### src/rtl/tau_decoder.sv
// -----------------------------------------------------------------------------
// tau_decoder
//
// Purpose:
//   Rebuilds a binary value from a frame of one-hot "tau" words. A frame opens
//   with a one-cycle start pulse. Each valid word ORs its single set bit into
//   an accumulator. The first cycle after the start cycle with count_by_valid
//   low closes the frame. The decoded value, the number of words in the frame
//   and an error flag are registered together with a one-cycle n_valid pulse.
//   For a frame from the tau encoder, the decoded value n equals the encoded
//   value v, and word_count equals popcount(v).
//
// Parameters:
//   BITWIDTH        width of the one-hot word and of the decoded value
//
// Ports:
//   clk             sole clock, rising edge
//   reset_n         asynchronous active-low reset
//   start           one-cycle pulse marking the first cycle of a frame
//   count_by        one-hot tau word, qualified by count_by_valid
//   count_by_valid  count_by carries a word this cycle
//   n               decoded value of the last completed frame
//   n_valid         one-cycle pulse: n, word_count and err were just updated
//   word_count      number of words in the last completed frame
//   err             last completed frame contained a protocol violation
//   busy            high while a frame is being collected
//
// Configuration macro:
//   TAU_DECODER_ORDER_CHECK_EN
//     When defined, each word inside a frame must have a bit index strictly
//     below the index of the previous word in that frame. The encoder emits
//     words MSB first. Any other order sets the frame error. When the macro
//     is undefined, word order is not checked and no position register is
//     built.
// -----------------------------------------------------------------------------
module tau_decoder #(
  parameter int BITWIDTH = 8
) (
  input  logic                      clk,
  input  logic                      reset_n,
  input  logic                      start,
  input  logic [BITWIDTH-1:0]       count_by,
  input  logic                      count_by_valid,
  output logic [BITWIDTH-1:0]       n,
  output logic                      n_valid,
  output logic [$clog2(BITWIDTH):0] word_count,
  output logic                      err,
  output logic                      busy
);

  // Word counter width. It holds the values 0..BITWIDTH inclusive.
  localparam int CW = $clog2(BITWIDTH) + 1;

  typedef enum logic [0:0] {
    IDLE    = 1'b0,
    COLLECT = 1'b1
  } state_t;

  // ---------------------------------------------------------------------------
  // Helper functions
  // ---------------------------------------------------------------------------

  // A word is one-hot when it is non-zero and clearing its lowest set bit
  // leaves nothing behind.
  function automatic logic is_onehot(input logic [BITWIDTH-1:0] w);
    return (w != '0) && ((w & (w - 1'b1)) == '0);
  endfunction

  // Next counter value. The counter stops at BITWIDTH, so a frame with extra
  // words cannot wrap the count.
  function automatic logic [CW-1:0] sat_inc(input logic [CW-1:0] c);
    if (c >= CW'(BITWIDTH)) begin
      return CW'(BITWIDTH);
    end
    return c + CW'(1);
  endfunction

`ifdef TAU_DECODER_ORDER_CHECK_EN
  // Width of a bit index. It is kept at least 1 bit wide so that
  // BITWIDTH == 1 still elaborates.
  localparam int IW = (BITWIDTH > 1) ? $clog2(BITWIDTH) : 1;

  // Index of the highest set bit. A malformed word with several bits set is
  // placed by its top bit. That bit bounds the position, and the word is
  // already flagged by the one-hot check. A zero word maps to index 0.
  function automatic logic [IW-1:0] bit_index(input logic [BITWIDTH-1:0] w);
    logic [IW-1:0] idx;
    idx = '0;
    for (int i = 0; i < BITWIDTH; i++) begin
      if (w[i]) begin
        idx = IW'(i);
      end
    end
    return idx;
  endfunction
`endif

  // ---------------------------------------------------------------------------
  // State and datapath registers
  // ---------------------------------------------------------------------------
  state_t                state_q,  state_d;
  logic [BITWIDTH-1:0]   acc_q,    acc_d;
  logic [CW-1:0]         cnt_q,    cnt_d;
  logic                  ferr_q,   ferr_d;
  logic [BITWIDTH-1:0]   n_q,      n_d;
  logic [CW-1:0]         wc_q,     wc_d;
  logic                  err_q,    err_d;
  logic                  nvld_q,   nvld_d;

  // A bad word is only meaningful when a word is actually presented.
  logic word_bad;
  assign word_bad = count_by_valid && !is_onehot(count_by);

`ifdef TAU_DECODER_ORDER_CHECK_EN
  logic [IW-1:0] pos_q, pos_d;
  logic [IW-1:0] word_idx;
  logic          order_bad;

  assign word_idx  = bit_index(count_by);
  // Only used when a word continues a frame. A start word has no predecessor.
  assign order_bad = count_by_valid && (word_idx >= pos_q);
`endif

  // ---------------------------------------------------------------------------
  // Next-state and output logic
  // ---------------------------------------------------------------------------
  always_comb begin
    state_d = state_q;
    acc_d   = acc_q;
    cnt_d   = cnt_q;
    ferr_d  = ferr_q;
    n_d     = n_q;
    wc_d    = wc_q;
    err_d   = err_q;
    nvld_d  = 1'b0;
`ifdef TAU_DECODER_ORDER_CHECK_EN
    pos_d   = pos_q;
`endif

    if (start) begin
      // A start pulse always opens a fresh frame. Any frame in progress is
      // dropped silently.
      if (count_by_valid) begin
        state_d = COLLECT;
        acc_d   = count_by;
        cnt_d   = CW'(1);
        ferr_d  = word_bad;
`ifdef TAU_DECODER_ORDER_CHECK_EN
        pos_d   = word_idx;
`endif
      end else begin
        // Empty frame: it completes at once with an all-zero result.
        state_d = IDLE;
        acc_d   = '0;
        cnt_d   = '0;
        ferr_d  = 1'b0;
        n_d     = '0;
        wc_d    = '0;
        err_d   = 1'b0;
        nvld_d  = 1'b1;
`ifdef TAU_DECODER_ORDER_CHECK_EN
        pos_d   = '0;
`endif
      end
    end else if (state_q == COLLECT) begin
      if (count_by_valid) begin
        acc_d  = acc_q | count_by;
        cnt_d  = sat_inc(cnt_q);
`ifdef TAU_DECODER_ORDER_CHECK_EN
        ferr_d = ferr_q | word_bad | order_bad;
        pos_d  = word_idx;
`else
        ferr_d = ferr_q | word_bad;
`endif
      end else begin
        // The first gap closes the frame. The result is published on this edge.
        state_d = IDLE;
        n_d     = acc_q;
        wc_d    = cnt_q;
        err_d   = ferr_q;
        nvld_d  = 1'b1;
      end
    end
    // In IDLE without start, count_by and count_by_valid are ignored.
  end

  always_ff @(posedge clk or negedge reset_n) begin
    if (!reset_n) begin
      state_q <= IDLE;
      acc_q   <= '0;
      cnt_q   <= '0;
      ferr_q  <= 1'b0;
      n_q     <= '0;
      wc_q    <= '0;
      err_q   <= 1'b0;
      nvld_q  <= 1'b0;
    end else begin
      state_q <= state_d;
      acc_q   <= acc_d;
      cnt_q   <= cnt_d;
      ferr_q  <= ferr_d;
      n_q     <= n_d;
      wc_q    <= wc_d;
      err_q   <= err_d;
      nvld_q  <= nvld_d;
    end
  end

`ifdef TAU_DECODER_ORDER_CHECK_EN
  always_ff @(posedge clk or negedge reset_n) begin
    if (!reset_n) begin
      pos_q <= '0;
    end else begin
      pos_q <= pos_d;
    end
  end
`endif

  // ---------------------------------------------------------------------------
  // Outputs
  // ---------------------------------------------------------------------------
  assign n          = n_q;
  assign n_valid    = nvld_q;
  assign word_count = wc_q;
  assign err        = err_q;
  assign busy       = (state_q == COLLECT);

endmodule

### config.mk
export PLATFORM = sky130hd
export DESIGN_NAME = tau_decoder
export DESIGN_NICKNAME = d
export VERILOG_FILES = /design/src/rtl/tau_decoder.sv
export SDC_FILE = /design/constraint.sdc
export NUM_CORES = 1
export LEC_CHECK = 0
export ABC_AREA = 1
export CORE_MARGIN = 2
export CORE_UTILIZATION = 44
export CTS_CLUSTER_SIZE = 28
export DETAILED_ROUTE_END_ITERATION = 12
export PLACE_DENSITY = 0.76
export SLEW_MARGIN = 20
export SYNTH_ARGS = -nofsm -noshare
export SYNTH_HDL_FRONTEND = slang
export SYNTH_SLANG_ARGS = --single-unit
### constraint.sdc
create_clock -name clk -period 1.1 [get_ports clk]
set_input_delay 0.22 -clock clk [delete_from_list [all_inputs] [get_ports clk]]
set_output_delay 0.22 -clock clk [all_outputs]
set_load 0.1 [all_outputs]
==> flow_metrics.env, run 1 <==
export IMPL_row_count=19
export IMPL_grt_usage_pct=20.6
export IMPL_synth_cells=131
export IMPL_min_period_ns=1.34
export IMPL_synth_xor_area_share_pct=1.39
export IMPL_final_core_util_pct=72.3
export IMPL_drv_cap=0
export IMPL_synthSimpleGateAreaFrac_pct=13.9
export IMPL_ant_nets=0
export IMPL_cp_max_fo=2
export IMPL_drive_gt1_share_pct=40.1
export IMPL_fillCellCount=189
export IMPL_hold_violations=0
export IMPL_synth_cell_types=20
export IMPL_finClkSkew_ns=0.00352
export IMPL_synthAdderAreaFrac_pct=1.98
export IMPL_core_area_sq_um=2730
export IMPL_syn_nets=145
export IMPL_slowest_delay_ns=0.51
export IMPL_synth_cell_area_sq_um=1260
export IMPL_yosys_warnings=0
export IMPL_num_io_pins=27
export IMPL_path_delay_family="flip-flops"
export IMPL_dieWidth_um=57.6
export IMPL_setup_violations=43
export IMPL_r2r_slack_ns=-0.23
export IMPL_syn_avg_cell_area_sq_um=9.65
export IMPL_synth_seq_area_share_pct=55.4
export IMPL_synth_top_family_by_area="compound AO/OA/AOI/OAI gates"
export IMPL_hold_class="in -> async"
export IMPL_htreeDepth=1
export IMPL_io_buffers=26
export IMPL_fin_setup_tns_ns=-5.75
export IMPL_n_antenna_cell=0
export IMPL_synth_seq_cells=28
export IMPL_multi_input_area_sq_um=514
export IMPL_required_ns=0.88
export IMPL_slew_viol_final=0
export IMPL_seq_area_sq_um=717
export IMPL_path_buf_inv=2
export IMPL_dp_hpwl_mm=2.08
export IMPL_cts_path_max_buffers=2
export IMPL_antenna_found_initial=0
export IMPL_start_util_pct=46.2
export IMPL_gp_congestion=0.773
export IMPL_instances_no_fill=208
export IMPL_cts_sinks=28
export IMPL_slowest_stage="dfrtp_4"
export IMPL_max_clock_freq_ghz=0.747
export IMPL_tightest_slew_ns=0.296
export IMPL_die_area_sq_um=3320
export IMPL_die_h_um=57.6
export IMPL_grt_max_degree=29
export IMPL_cellPowerDensity_nw_per_um2=1510
export IMPL_p_leak_nw=0.915
export IMPL_grt_pass1_vias=1141
export IMPL_mostFrequentLayoutCell="o21ai_1"
export IMPL_grt_pass1_wl_mm=5.25
export IMPL_fin_crit_sh_pct=122
export IMPL_end_kind="output port"
export IMPL_cts_root_buf="clkbuf_4"
export IMPL_synth_compound_area_share_pct=14.6
export IMPL_post_place_cells=199
export IMPL_timing_slew_headroom_pct=80.2
export IMPL_clk_pin_slew_ns=0.15
export IMPL_fin_ws_ns=-0.239
export IMPL_violations="negative setup slack"
export IMPL_cts_buffers_inserted=3
export IMPL_first_iter_violations=20
export IMPL_crit_arrival_ns=1.12
export IMPL_synthMuxAreaShare_pct=4.46
export IMPL_dr_pass1_iters=4
export IMPL_path_cells="buf_6 > buf_12"
export IMPL_tritoncts="done"
export IMPL_worstSkewPairLatency_ns=0.32
export IMPL_routed_via_density=5.19
export IMPL_status="finished with violations"
export IMPL_area_delta_synth_final_pct=56.3
export IMPL_route_detailed_drc=0
export IMPL_start_kind="flop"
export IMPL_avgRoutedWirePerCell_um=14.4
export IMPL_grt_overflow_total=0
export IMPL_layout_common_cells="o21ai_1, nand2_1, dfrtp_1, buf_12, inv_1"
export IMPL_routed_wl_mm=3.00
export IMPL_rsz0062_at_grt="yes"
export IMPL_vias=1080
export IMPL_hold_buffers=0
export IMPL_ir_worst_vdd_mv=1.28
export IMPL_path_class="reg -> out"
export IMPL_nets=192
-- flip-flops by register name (all words and copies together) (netlist names) --
name	count
n_valid	1
ferr_q	1
err	1
busy	1
word_count	4
n	8
acc_q	8
cnt_q	4
-- through the flow --
| step | total power, mW | area (sq um) | worst slack (ns) | hold slack, ns |
|---|---|---|---|---|
| after floorplan | 1.83 | 1290 | -0.219 | -0.0756 |
| after global placement | 2.23 | 1830 | -0.417 | 0.461 |
| after detailed placement | 2.26 | 1830 | -0.468 | 0.475 |
| after CTS | 2.98 | 1960 | -0.236 | 0.229 |
| after global routing | 3.10 | 1980 | -0.276 | 0.236 |
| final | 2.99 | 1980 | -0.239 | 0.224 |
-- logic make-up (layout without fill, tap and decap cells) --
group,count (synthesis),after routing
flops,28,28
buf+inv,22,67
mux,5,5
simple gates,39,39
compound gates,33,34
fa+ha+maj,2,2
xor+xnor,2,2
-- power breakdown --
part | internal [mW] | switching (mW) | leakage, nW
Combinational | 0.416 | 0.666 | 0.539
Sequential | 1.15 | 0.0900 | 0.348
Clock | 0.368 | 0.301 | 0.0279
-- synthesized netlist by cell type --
library cell / instances / area, sq um
a21oi_1: 3 / 15.0
a21oi_4: 1 / 16.3
buf_4: 2 / 15.0
buf_6: 2 / 22.5
dfrtp_1: 28 / 701
ha_1: 2 / 25.0
inv_1: 15 / 56.3
inv_2: 3 / 11.3
mux2_2: 5 / 56.3
nand2_1: 19 / 71.3
nand3_1: 3 / 15.0
nand4_1: 3 / 18.8
nor2_1: 11 / 41.3
nor2_2: 1 / 6.26
nor2_4: 2 / 22.5
o21ai_0: 22 / 110
o21ai_1: 2 / 10.0
o22ai_1: 4 / 25.0
o31ai_1: 1 / 7.51
xor2_1: 2 / 17.5
-- final cells by class --
class	instances	area share, %
clock buffers	3	1.14
clock inverters	1	1.52
inverters	18	3.55
multi-input cells	82	26.0
flip-flops and latches	28	36.3
well taps	31	1.96
repair buffers	45	29.5
-- timing repair --
item | in CTS | in global routing
buffers inserted | 3 | 1
cloned | 1 | 0
gates resized for setup | 27 | 10
pin swaps | 3 | 2
endpoints found under the setup margin | 41 | 43
-- path summary, 6_finish.rpt --
kind,start,endpoint,cells past startpoint
max,busy,busy,2
min,reset_n,word_count[3],2
max reg2reg,busy,n[2],4
min reg2reg,acc_q[5],acc_q[5],2
max in group asynchronous,reset_n,err,2
min in group clk,start,cnt_q[3],3
-- per-layer routing --
| metal | vias to the layer above | wire length [um] | global-route usage (%) |
|---|---|---|---|
| met5 | - | 0 | 0 |
| met4 | 0 | 34 | 6.64 |
| met3 | 5 | 169 | 3.63 |
| met2 | 34 | 1510 | 36.4 |
| met1 | 516 | 1280 | 25.4 |
| li1 | 525 | - | - |
Power figures use the tool's default switching activity.
==> run 2, diff against run 1 <==
--- a/config.mk
+++ b/config.mk
@@ -11,6 +11,7 @@
 export CTS_CLUSTER_SIZE = 28
 export DETAILED_ROUTE_END_ITERATION = 12
 export PLACE_DENSITY = 0.76
+export SKIP_LAST_GASP = 1
 export SLEW_MARGIN = 20
 export SYNTH_ARGS = -nofsm -noshare
 export SYNTH_HDL_FRONTEND = slang
==> results of run 2 <==
No change in the layout: final DEF, timing and power equal those of run 1.
